`src/rtl/fetch_queue_unit_pkg.sv`:
```
// -----------------------------------------------------------------------------
// fetch_queue_unit_pkg
// Shared definitions for the fetch queue unit: basic word types, the opcode
// field width, the control-flow opcodes the fetcher predicts on, the fetch FSM
// state encoding and the immediate-extraction helpers.
// -----------------------------------------------------------------------------
package fetch_queue_unit_pkg;

  typedef logic [31:0] ADDR_TYPE;
  typedef logic [31:0] INST_TYPE;

  // Width of the opcode field at the bottom of every instruction word.
  localparam int OPTYPE_RANGE = 7;
  typedef logic [OPTYPE_RANGE-1:0] opcode_t;

  localparam opcode_t OP_JAL  = 7'b1101111;
  localparam opcode_t OP_BR   = 7'b1100011;
  localparam opcode_t OP_JALR = 7'b1100111;

  typedef enum logic [1:0] {
    IF_IDLE    = 2'd0,
    IF_WAIT    = 2'd1,
    IF_DISCARD = 2'd2
  } if_state_e;

  // J-type immediate as a signed byte offset (bit 0 is always zero).
  function automatic logic signed [20:0] j_imm(input INST_TYPE inst);
    return {inst[31], inst[19:12], inst[20], inst[30:21], 1'b0};
  endfunction

  // B-type immediate as a signed byte offset (bit 0 is always zero).
  function automatic logic signed [12:0] b_imm(input INST_TYPE inst);
    return {inst[31], inst[7], inst[30:25], inst[11:8], 1'b0};
  endfunction

endpackage

```
`src/rtl/fetch_queue_unit_if.sv`:
```
// -----------------------------------------------------------------------------
// fetch_queue_unit_if
// Bundles every bus the fetcher talks on: icache lookup/refill, memory
// controller request/response, branch predictor query and the decode-side
// valid/ready queue head.
//   master : the fetch unit (drives if_to_*, dq_valid/PC/inst/pred_br/count)
//   slave  : the surrounding environment (drives ic_to_if_*, mc_to_if_*,
//            pr_to_if_prediction, dq_ready)
// -----------------------------------------------------------------------------
interface fetch_queue_unit_if #(
  parameter int ADDR_WIDTH  = 32,
  parameter int INST_WIDTH  = 32,
  parameter int QUEUE_DEPTH = 4
);
  localparam int CNT_WIDTH = $clog2(QUEUE_DEPTH) + 1;

  logic                  ic_to_if_hit;
  logic [INST_WIDTH-1:0] ic_to_if_hit_inst;
  logic [ADDR_WIDTH-1:0] if_to_ic_fetch_addr;
  logic [ADDR_WIDTH-1:0] if_to_ic_update_addr;
  logic [INST_WIDTH-1:0] if_to_ic_inst;
  logic                  if_to_ic_inst_valid;
  logic                  if_to_mc_ready;
  logic [ADDR_WIDTH-1:0] if_to_mc_PC;
  logic                  mc_to_if_ready;
  logic [INST_WIDTH-1:0] mc_to_if_inst;
  logic [ADDR_WIDTH-1:0] if_to_pr_PC;
  logic                  pr_to_if_prediction;
  logic                  dq_valid;
  logic                  dq_ready;
  logic [ADDR_WIDTH-1:0] dq_PC;
  logic [INST_WIDTH-1:0] dq_inst;
  logic                  dq_pred_br;
  logic [CNT_WIDTH-1:0]  dq_count;

  modport master (
    input  ic_to_if_hit, ic_to_if_hit_inst, mc_to_if_ready, mc_to_if_inst,
           pr_to_if_prediction, dq_ready,
    output if_to_ic_fetch_addr, if_to_ic_update_addr, if_to_ic_inst,
           if_to_ic_inst_valid, if_to_mc_ready, if_to_mc_PC, if_to_pr_PC,
           dq_valid, dq_PC, dq_inst, dq_pred_br, dq_count
  );

  modport slave (
    output ic_to_if_hit, ic_to_if_hit_inst, mc_to_if_ready, mc_to_if_inst,
           pr_to_if_prediction, dq_ready,
    input  if_to_ic_fetch_addr, if_to_ic_update_addr, if_to_ic_inst,
           if_to_ic_inst_valid, if_to_mc_ready, if_to_mc_PC, if_to_pr_PC,
           dq_valid, dq_PC, dq_inst, dq_pred_br, dq_count
  );

endinterface

```
`src/rtl/fetch_queue_unit_inst_queue.sv`:
```
// -----------------------------------------------------------------------------
// fetch_queue_unit_inst_queue
// Circular-buffer FIFO holding fetched {PC, instruction, prediction} entries.
// Ports:
//   clk_in, rst_n_in : clock, asynchronous active-low reset
//   push, wdata      : append an entry (ignored when full)
//   pop              : drop the head entry (ignored when empty)
//   flush            : empty the queue, wins over push/pop
//   rdata            : head entry, read combinationally from the array
//   count/full/empty : occupancy status
// -----------------------------------------------------------------------------
module fetch_queue_unit_inst_queue #(
  parameter int WIDTH = 65,
  parameter int DEPTH = 4
) (
  input  logic                     clk_in,
  input  logic                     rst_n_in,
  input  logic                     push,
  input  logic                     pop,
  input  logic                     flush,
  input  logic [WIDTH-1:0]         wdata,
  output logic [WIDTH-1:0]         rdata,
  output logic [$clog2(DEPTH):0]   count,
  output logic                     full,
  output logic                     empty
);
  localparam int PW = $clog2(DEPTH);

  logic [WIDTH-1:0] mem_r [DEPTH];
  logic [PW-1:0]    head_r;
  logic [PW-1:0]    tail_r;
  logic [PW:0]      count_r;
  logic             push_ok_s;
  logic             pop_ok_s;

  assign full      = (count_r == (PW+1)'(DEPTH));
  assign empty     = (count_r == (PW+1)'(1'b0));
  assign push_ok_s = push & ~full;
  assign pop_ok_s  = pop & ~empty;
  assign rdata     = mem_r[head_r];
  assign count     = count_r;

  // Pointer and occupancy update; pointers wrap naturally as DEPTH is a power of two.
  always_ff @(posedge clk_in or negedge rst_n_in) begin
    if (!rst_n_in) begin
      head_r  <= '0;
      tail_r  <= '0;
      count_r <= '0;
    end else if (flush) begin
      head_r  <= '0;
      tail_r  <= '0;
      count_r <= '0;
    end else begin
      if (push_ok_s) tail_r <= tail_r + PW'(1'b1);
      if (pop_ok_s)  head_r <= head_r + PW'(1'b1);
      if (push_ok_s && !pop_ok_s) begin
        count_r <= count_r + (PW+1)'(1'b1);
      end else if (pop_ok_s && !push_ok_s) begin
        count_r <= count_r - (PW+1)'(1'b1);
      end else begin
        count_r <= count_r;
      end
    end
  end

  // Entry storage, cleared on reset so the head never exposes unknown data.
  always_ff @(posedge clk_in or negedge rst_n_in) begin
    if (!rst_n_in) begin
      for (int i = 0; i < DEPTH; i++) mem_r[i] <= '0;
    end else if (push_ok_s && !flush) begin
      mem_r[tail_r] <= wdata;
    end
  end

endmodule

```
`src/rtl/fetch_queue_unit.sv`:
```
// -----------------------------------------------------------------------------
// fetch_queue_unit
// Instruction fetcher: looks up the icache at PC, falls back to the memory
// controller on a miss (refilling the icache afterwards), predicts the next PC
// from JAL/BR immediates and buffers fetched instructions for decode.
// Ports:
//   clk_in, rst_n_in   : clock, asynchronous active-low reset
//   rdy_in             : global ready, 0 freezes all state
//   clr_in             : ROB flush; PC is redirected to rob_to_if_alter_PC
//   bus (master)       : icache, memory controller, predictor and decode queue
// -----------------------------------------------------------------------------
module fetch_queue_unit
  import fetch_queue_unit_pkg::*;
#(
  parameter int ADDR_WIDTH    = 32,
  parameter int INST_WIDTH    = 32,
  parameter int QUEUE_DEPTH   = 4,
  parameter int STALL_ON_JALR = 0
) (
  input  logic                  clk_in,
  input  logic                  rst_n_in,
  input  logic                  rdy_in,
  input  logic                  clr_in,
  input  logic [ADDR_WIDTH-1:0] rob_to_if_alter_PC,
  fetch_queue_unit_if.master    bus
);
  localparam int CNT_WIDTH   = $clog2(QUEUE_DEPTH) + 1;
  localparam int ENTRY_WIDTH = ADDR_WIDTH + INST_WIDTH + 1;
  localparam logic [ADDR_WIDTH-1:0] PC_STEP = ADDR_WIDTH'(32'd4);

  if_state_e             state_r,     state_nxt_s;
  logic [ADDR_WIDTH-1:0] pc_r,        pc_nxt_s;
  logic                  jalr_halt_r, jalr_halt_nxt_s;
  logic                  mc_req_r,    mc_req_nxt_s;
  logic [ADDR_WIDTH-1:0] mc_pc_r,     mc_pc_nxt_s;
  logic                  ic_valid_r,  ic_valid_nxt_s;
  logic [ADDR_WIDTH-1:0] ic_addr_r,   ic_addr_nxt_s;
  logic [INST_WIDTH-1:0] ic_inst_r,   ic_inst_nxt_s;

  logic                   push_s, pop_s, flush_s, fetch_en_s;
  logic [INST_WIDTH-1:0]  sel_inst_s;
  opcode_t                opcode_s;
  logic [ADDR_WIDTH-1:0]  jimm_ext_s, bimm_ext_s, next_pc_s;
  logic                   pred_s, is_jalr_s;
  logic [ENTRY_WIDTH-1:0] q_wdata_s, q_rdata_s;
  logic [CNT_WIDTH-1:0]   q_count_s;
  logic                   q_full_s, q_empty_s;

  // Full is exactly count == depth, so this matches "count below depth".
  assign fetch_en_s = ~q_full_s & ~jalr_halt_r;

  // The instruction being pushed comes from memory while a request is
  // outstanding and from the icache otherwise.
  assign sel_inst_s = (state_r == IF_WAIT) ? bus.mc_to_if_inst : bus.ic_to_if_hit_inst;
  assign opcode_s   = sel_inst_s[OPTYPE_RANGE-1:0];
  assign jimm_ext_s = ADDR_WIDTH'(j_imm(sel_inst_s));
  assign bimm_ext_s = ADDR_WIDTH'(b_imm(sel_inst_s));
  assign is_jalr_s  = (opcode_s == OP_JALR) && (STALL_ON_JALR != 0);
  assign q_wdata_s  = {pc_r, sel_inst_s, pred_s};

  // Next-PC prediction for the instruction currently being fetched.
  always_comb begin
    next_pc_s = pc_r + PC_STEP;
    pred_s    = 1'b0;
    case (opcode_s)
      OP_JAL: begin
        next_pc_s = pc_r + jimm_ext_s;
        pred_s    = 1'b1;
      end
      OP_BR: begin
        if (bus.pr_to_if_prediction) begin
          next_pc_s = pc_r + bimm_ext_s;
          pred_s    = 1'b1;
        end else begin
          next_pc_s = pc_r + PC_STEP;
          pred_s    = 1'b0;
        end
      end
      default: begin
        next_pc_s = pc_r + PC_STEP;
        pred_s    = 1'b0;
      end
    endcase
  end

  // Fetch FSM next state, queue controls and registered-output next values.
  always_comb begin
    state_nxt_s     = state_r;
    pc_nxt_s        = pc_r;
    jalr_halt_nxt_s = jalr_halt_r;
    mc_req_nxt_s    = mc_req_r;
    mc_pc_nxt_s     = mc_pc_r;
    ic_valid_nxt_s  = 1'b0;
    ic_addr_nxt_s   = ic_addr_r;
    ic_inst_nxt_s   = ic_inst_r;
    push_s          = 1'b0;
    pop_s           = 1'b0;
    flush_s         = 1'b0;
    if (!rdy_in) begin
      // Registers are not loaded while frozen; only keep the pulse stable.
      ic_valid_nxt_s = ic_valid_r;
    end else if (clr_in) begin
      flush_s         = 1'b1;
      pc_nxt_s        = rob_to_if_alter_PC;
      jalr_halt_nxt_s = 1'b0;
      mc_req_nxt_s    = 1'b0;
      // A request still in flight (live or already stale) must have its
      // response swallowed, otherwise it would be taken for a newer fetch.
      state_nxt_s     = (state_r == IF_IDLE) ? IF_IDLE : IF_DISCARD;
    end else begin
      pop_s = ~q_empty_s & bus.dq_ready;
      case (state_r)
        IF_IDLE: begin
          if (fetch_en_s && bus.ic_to_if_hit) begin
            push_s          = 1'b1;
            pc_nxt_s        = next_pc_s;
            jalr_halt_nxt_s = jalr_halt_r | is_jalr_s;
          end else if (fetch_en_s) begin
            mc_req_nxt_s = 1'b1;
            mc_pc_nxt_s  = pc_r;
            state_nxt_s  = IF_WAIT;
          end else begin
            state_nxt_s = IF_IDLE;
          end
        end
        IF_WAIT: begin
          if (bus.mc_to_if_ready) begin
            // Space was reserved when the request was issued.
            push_s          = 1'b1;
            pc_nxt_s        = next_pc_s;
            jalr_halt_nxt_s = jalr_halt_r | is_jalr_s;
            mc_req_nxt_s    = 1'b0;
            ic_valid_nxt_s  = 1'b1;
            ic_addr_nxt_s   = pc_r;
            ic_inst_nxt_s   = bus.mc_to_if_inst;
            state_nxt_s     = IF_IDLE;
          end else begin
            state_nxt_s = IF_WAIT;
          end
        end
        IF_DISCARD: begin
          if (bus.mc_to_if_ready) begin
            state_nxt_s = IF_IDLE;
          end else begin
            state_nxt_s = IF_DISCARD;
          end
        end
        default: begin
          mc_req_nxt_s = 1'b0;
          state_nxt_s  = IF_IDLE;
        end
      endcase
    end
  end

  // State and registered-output update; rdy_in low holds everything.
  always_ff @(posedge clk_in or negedge rst_n_in) begin
    if (!rst_n_in) begin
      state_r     <= IF_IDLE;
      pc_r        <= '0;
      jalr_halt_r <= 1'b0;
      mc_req_r    <= 1'b0;
      mc_pc_r     <= '0;
      ic_valid_r  <= 1'b0;
      ic_addr_r   <= '0;
      ic_inst_r   <= '0;
    end else if (rdy_in) begin
      state_r     <= state_nxt_s;
      pc_r        <= pc_nxt_s;
      jalr_halt_r <= jalr_halt_nxt_s;
      mc_req_r    <= mc_req_nxt_s;
      mc_pc_r     <= mc_pc_nxt_s;
      ic_valid_r  <= ic_valid_nxt_s;
      ic_addr_r   <= ic_addr_nxt_s;
      ic_inst_r   <= ic_inst_nxt_s;
    end
  end

  fetch_queue_unit_inst_queue #(
    .WIDTH (ENTRY_WIDTH),
    .DEPTH (QUEUE_DEPTH)
  ) u_inst_queue (
    .clk_in   (clk_in),
    .rst_n_in (rst_n_in),
    .push     (push_s),
    .pop      (pop_s),
    .flush    (flush_s),
    .wdata    (q_wdata_s),
    .rdata    (q_rdata_s),
    .count    (q_count_s),
    .full     (q_full_s),
    .empty    (q_empty_s)
  );

  assign bus.if_to_ic_fetch_addr  = pc_r;
  assign bus.if_to_pr_PC          = pc_r;
  assign bus.if_to_ic_update_addr = ic_addr_r;
  assign bus.if_to_ic_inst        = ic_inst_r;
  assign bus.if_to_ic_inst_valid  = ic_valid_r;
  assign bus.if_to_mc_ready       = mc_req_r;
  assign bus.if_to_mc_PC          = mc_pc_r;
  assign bus.dq_valid             = ~q_empty_s;
  assign bus.dq_count             = q_count_s;
  assign {bus.dq_PC, bus.dq_inst, bus.dq_pred_br} = q_rdata_s;

endmodule

```
`src/flat_wrapper.sv`:
```
// flat-port wrapper written by rule: the top's interface ports become plain ports
module fetch_queue_unit_flat import fetch_queue_unit_pkg::*;
#(
  parameter int ADDR_WIDTH    = 32,
  parameter int INST_WIDTH    = 32,
  parameter int QUEUE_DEPTH   = 4,
  parameter int STALL_ON_JALR = 0
)
  (clk_in, rst_n_in, rdy_in, clr_in, rob_to_if_alter_PC, bus_ic_to_if_hit, bus_ic_to_if_hit_inst, bus_mc_to_if_ready, bus_mc_to_if_inst, bus_pr_to_if_prediction, bus_dq_ready, bus_if_to_ic_fetch_addr, bus_if_to_ic_update_addr, bus_if_to_ic_inst, bus_if_to_ic_inst_valid, bus_if_to_mc_ready, bus_if_to_mc_PC, bus_if_to_pr_PC, bus_dq_valid, bus_dq_PC, bus_dq_inst, bus_dq_pred_br, bus_dq_count);
  fetch_queue_unit_if #(.ADDR_WIDTH(ADDR_WIDTH), .INST_WIDTH(INST_WIDTH), .QUEUE_DEPTH(QUEUE_DEPTH)) bus_i ();
  input  logic clk_in;
  input  logic rst_n_in;
  input  logic rdy_in;
  input  logic clr_in;
  input  logic [ADDR_WIDTH-1:0] rob_to_if_alter_PC;
  input wire logic [$bits(bus_i.ic_to_if_hit)-1:0] bus_ic_to_if_hit;
  input wire logic [$bits(bus_i.ic_to_if_hit_inst)-1:0] bus_ic_to_if_hit_inst;
  input wire logic [$bits(bus_i.mc_to_if_ready)-1:0] bus_mc_to_if_ready;
  input wire logic [$bits(bus_i.mc_to_if_inst)-1:0] bus_mc_to_if_inst;
  input wire logic [$bits(bus_i.pr_to_if_prediction)-1:0] bus_pr_to_if_prediction;
  input wire logic [$bits(bus_i.dq_ready)-1:0] bus_dq_ready;
  output wire logic [$bits(bus_i.if_to_ic_fetch_addr)-1:0] bus_if_to_ic_fetch_addr;
  output wire logic [$bits(bus_i.if_to_ic_update_addr)-1:0] bus_if_to_ic_update_addr;
  output wire logic [$bits(bus_i.if_to_ic_inst)-1:0] bus_if_to_ic_inst;
  output wire logic [$bits(bus_i.if_to_ic_inst_valid)-1:0] bus_if_to_ic_inst_valid;
  output wire logic [$bits(bus_i.if_to_mc_ready)-1:0] bus_if_to_mc_ready;
  output wire logic [$bits(bus_i.if_to_mc_PC)-1:0] bus_if_to_mc_PC;
  output wire logic [$bits(bus_i.if_to_pr_PC)-1:0] bus_if_to_pr_PC;
  output wire logic [$bits(bus_i.dq_valid)-1:0] bus_dq_valid;
  output wire logic [$bits(bus_i.dq_PC)-1:0] bus_dq_PC;
  output wire logic [$bits(bus_i.dq_inst)-1:0] bus_dq_inst;
  output wire logic [$bits(bus_i.dq_pred_br)-1:0] bus_dq_pred_br;
  output wire logic [$bits(bus_i.dq_count)-1:0] bus_dq_count;
  assign bus_i.ic_to_if_hit = bus_ic_to_if_hit;
  assign bus_i.ic_to_if_hit_inst = bus_ic_to_if_hit_inst;
  assign bus_i.mc_to_if_ready = bus_mc_to_if_ready;
  assign bus_i.mc_to_if_inst = bus_mc_to_if_inst;
  assign bus_i.pr_to_if_prediction = bus_pr_to_if_prediction;
  assign bus_i.dq_ready = bus_dq_ready;
  assign bus_if_to_ic_fetch_addr = bus_i.if_to_ic_fetch_addr;
  assign bus_if_to_ic_update_addr = bus_i.if_to_ic_update_addr;
  assign bus_if_to_ic_inst = bus_i.if_to_ic_inst;
  assign bus_if_to_ic_inst_valid = bus_i.if_to_ic_inst_valid;
  assign bus_if_to_mc_ready = bus_i.if_to_mc_ready;
  assign bus_if_to_mc_PC = bus_i.if_to_mc_PC;
  assign bus_if_to_pr_PC = bus_i.if_to_pr_PC;
  assign bus_dq_valid = bus_i.dq_valid;
  assign bus_dq_PC = bus_i.dq_PC;
  assign bus_dq_inst = bus_i.dq_inst;
  assign bus_dq_pred_br = bus_i.dq_pred_br;
  assign bus_dq_count = bus_i.dq_count;
  fetch_queue_unit #(.ADDR_WIDTH(ADDR_WIDTH), .INST_WIDTH(INST_WIDTH), .QUEUE_DEPTH(QUEUE_DEPTH), .STALL_ON_JALR(STALL_ON_JALR)) u_core (.clk_in(clk_in), .rst_n_in(rst_n_in), .rdy_in(rdy_in), .clr_in(clr_in), .rob_to_if_alter_PC(rob_to_if_alter_PC), .bus(bus_i));
endmodule
```
`config.mk`:
```
export PLATFORM = sky130hd
export DESIGN_NAME = fetch_queue_unit_flat
export DESIGN_NICKNAME = d
export VERILOG_FILES = /design/src/rtl/fetch_queue_unit_pkg.sv /design/src/rtl/fetch_queue_unit_if.sv /design/src/rtl/fetch_queue_unit_inst_queue.sv /design/src/rtl/fetch_queue_unit.sv /design/src/flat_wrapper.sv
export SDC_FILE = /design/constraint.sdc
export NUM_CORES = 1
export LEC_CHECK = 0
export BUFFER_PORTS_ARGS = -buffer_cell sky130_fd_sc_hd__buf_2
export CAP_MARGIN = 20
export CORE_UTILIZATION = 50
export DETAILED_ROUTE_END_ITERATION = 8
export PLACE_DENSITY = 0.76
export SLEW_MARGIN = 10
export SYNTH_ARGS = -nofsm -noshare
export SYNTH_HDL_FRONTEND = slang
export SYNTH_HIERARCHICAL = 1
export SYNTH_SLANG_ARGS = --single-unit
export TNS_END_PERCENT = 20
```
`constraint.sdc`:
```
create_clock -name clk_in -period 10.5 [get_ports clk_in]
set_input_delay 1.575 -clock clk_in [delete_from_list [all_inputs] [get_ports clk_in]]
set_output_delay 1.575 -clock clk_in [all_outputs]
set_load 0.02 [all_outputs]
```
==> reports/qor.txt <==
status - completed
Crit path required time - 11000 ps
worst skew pair latency - 590 ps
sequential-to-total area share from yosys stat - 44.1%
Hold-fix buffers, CTS - 0
P per Cell Area - 285 nW/µm²
Setup crit start kind - register
Hold Fails Final Rpt - 0
largest net degree at the start of global routing - 109
NumNets Final - 2241
DP Worst Slack - 4820 ps
Post-synth top flop - dfrtp_1
Final Util - 57.7%
DIE HEIGHT - 215 µm
Rows - 77
critical path's slowest cell - a31oi_1
initial antenna violation count - 7
area leader, netlist - dfrtp_1
Synth Area per Inst - 12.4 µm²
Max Slew Vio Count - 0
GPL Wtd Cong - 0.949
drt pass-1 iters - 6
max-slew headroom at the worst pin - 27.3%
Leak - 12.6 nW
RSZ-0062 raised after global routing - false
max incr delay on CP - 650 ps
clock transition at the registers of the reported paths - 60 ps
Critical Path AT - 5750 ps
share of cells above drive strength 1 - 40.7%
Routed WL - 63200 µm
library cells used by synthesis - 87
Synth top area share - 44.1%
vias in the first global route - 16800
number of I/O pins - 335
warning count from the yosys run - 6
Area growth, synth to finish - 13.2%
global-route wire length before repair - 99000 µm
CP max FO - 33
Hold Slack - 480 ps
maxcap violations - 0
DR iter-0 viols - 1319
HP Class - reg -> reg
ANT nets after route - 0
chip width - 215 µm
H-tree depth - 2
Setup violations, final - 0
Final min period - 5250 ps
clock buffer depth - 3
Post-synth EDFFs - 0
crit share post-route - 50.0%
CP endpoint kind - register
count leader, synth - dfrtp_1
Fmax - 191 MHz
# DRC - 0
cell chain of the critical path - nand2b_1, buf_4, mux2i_1, inv_1, ha_1, nand2_1, or3_1, a31oi_1, o21bai_1, a31oi_1, o2bb2ai_1, o2111ai_1, a2bb2oi_1
GR Overflow Total - 0
worst path bufs/invs - 2
Least-Margin Pin Slew - 1090 ps
fin cells - 2705
most instantiated cells after synthesis - dfrtp_1, mux2_4, nand2_1
clk sinks - 399
HPWL after DPL - 43000 µm
vias post-DR - 16300
asr flop ratio synth - 100%
Cell Area, Synth - 22700 µm²
dpl cells - 2623
post-CTS sizing - 0
die area - 46200 µm²
clock root buffer master - clkbuf_16
synthesized flop and latch total - 399
syn_nets - 1993
top post-synthesis cells by area - dfrtp_1, mux2_4, mux2_2
gr usage total - 27.5%
Core Area - 44400 µm²
fill count - 3571
critical path class - reg -> reg
Post-CTS Setup Bufs - 0
CTS tree - yes
Peak VDD IR - 174 µV
vias per cell - 6.02
Most common cell on crit path - a31oi_1
final worst slack - 5250 ps
port bufs - 334
initial core utilization - 51.0%
Mapped Cells - 1833
CP delay by family, top - compound AO/OA/AOI/OAI gates
setup TNS - 0 ps
Inserted Clock Buffers - 44
Setup Skew - 32.4 ps
WL per Instance - 23.3 µm
## flip-flops by register name, summed over array words and instances (netlist names)
register,count
u_core/u_inst_queue/count,3
u_core/u_inst_queue/mem_r,260
u_core/u_inst_queue/head_r,2
u_core/bus.if_to_ic_inst,32
u_core/bus.if_to_ic_update_addr,32
u_core/bus.if_to_ic_fetch_addr,32
u_core/state_r,2
u_core/bus.if_to_ic_inst_valid,1
u_core/bus.if_to_mc_ready,1
u_core/u_inst_queue/tail_r,2
u_core/bus.if_to_mc_PC,32
## worst min-delay path: cells and delay by family, from the launching register on
kind / cells / cell delay [ps]
compound gates: 1 / 60
flops: 1 / 340
simple gates: 1 / 50
## logic make-up (layout without fill, tap and decap cells)
family | after synthesis | after routing | synth area share, %
mux | 423 | 423 | 27.5
flops | 399 | 399 | 44.1
simple gates | 396 | 396 | 8.40
compound gates | 314 | 314 | 8.96
buf+inv | 190 | 468 | 5.73
fa+ha+maj | 56 | 56 | 3.19
xor+xnor | 55 | 55 | 2.13
other cells | 0 | 2 | 0
## power by group
| part | switching, mW | internal [mW] | leakage, nW | total, mW |
|---|---|---|---|---|
| registers | 0.480 | 2.00 | 5.18 | 2.48 |
| logic | 1.86 | 1.37 | 6.75 | 3.24 |
| clock network | 0.625 | 0.958 | 0.718 | 1.58 |
| total | 2.97 | 4.33 | 12.6 | 7.30 |
## final timing paths
path                                                             to  slack, ps  cells after the start                           startpoint
worst max-delay path             u_core/bus.if_to_ic_fetch_addr[27]       5250                     13                    u_core/state_r[1]
worst min-delay path            u_core/bus.if_to_ic_update_addr[25]        480                      2  u_core/bus.if_to_ic_update_addr[25]
worst max register to register   u_core/bus.if_to_ic_fetch_addr[27]       5250                     13                    u_core/state_r[1]
worst min register to register  u_core/bus.if_to_ic_update_addr[25]        480                      2  u_core/bus.if_to_ic_update_addr[25]
max in group asynchronous             u_core/u_inst_queue/head_r[0]       7800                      2                             rst_n_in
min in group asynchronous       u_core/bus.if_to_ic_update_addr[13]       1030                      1                             rst_n_in
## cells in the final DEF (no fill, tap or decap), drive strengths merged, types with 7 or more instances in the layout
master,n
and3,8
xor2,25
buf,352
o31ai,7
a211oi,8
nand3,32
nor3,17
a21oi,72
o21ai,92
o211ai,13
a22oi,7
nor2,75
o22ai,12
clkbuf,64
a21o,14
ha,53
mux2i,10
xnor2,30
a31oi,12
or3,18
nand2b,11
dfrtp,399
a221oi,8
mux2,348
nand4,21
o21bai,8
nand2,178
inv,41
mux4,65
nor4,10
## metrics by stage
| stage | power [mW] | cell area (µm²) |
|---|---|---|
| 2_1_floorplan | 4.70 | 22700 |
| 3_3_place_gp | 5.61 | 24100 |
| 3_5_place_dp | 5.70 | 24100 |
| 4_1_cts | 7.31 | 25600 |
| 5_1_grt | 7.69 | 25600 |
| 6_report | 7.30 | 25600 |
## layer usage
metal | wire length, µm | vias to the layer above | global-route usage (%)
met5 | 63 | - | 0
met4 | 1920 | 10 | 8.98
met3 | 4200 | 129 | 5.56
met2 | 30000 | 629 | 44.2
met1 | 27000 | 8335 | 37.5
li1 | - | 7172 | -
## area by class of cell
cell class / instances / area, µm² / area share, %
sequential: 399 / 9990 / 39.0
inverter: 40 / 150 / 0.586
multi-input combinational: 1244 / 11400 / 44.5
antenna: 2 / 5.00 / 0.0195
tap: 592 / 741 / 2.89
timing repair buffer: 352 / 1870 / 7.29
clock inverter: 12 / 206 / 0.805
clock buffer: 64 / 1270 / 4.94
No activity file was read; power rests on OpenSTA's default activity.
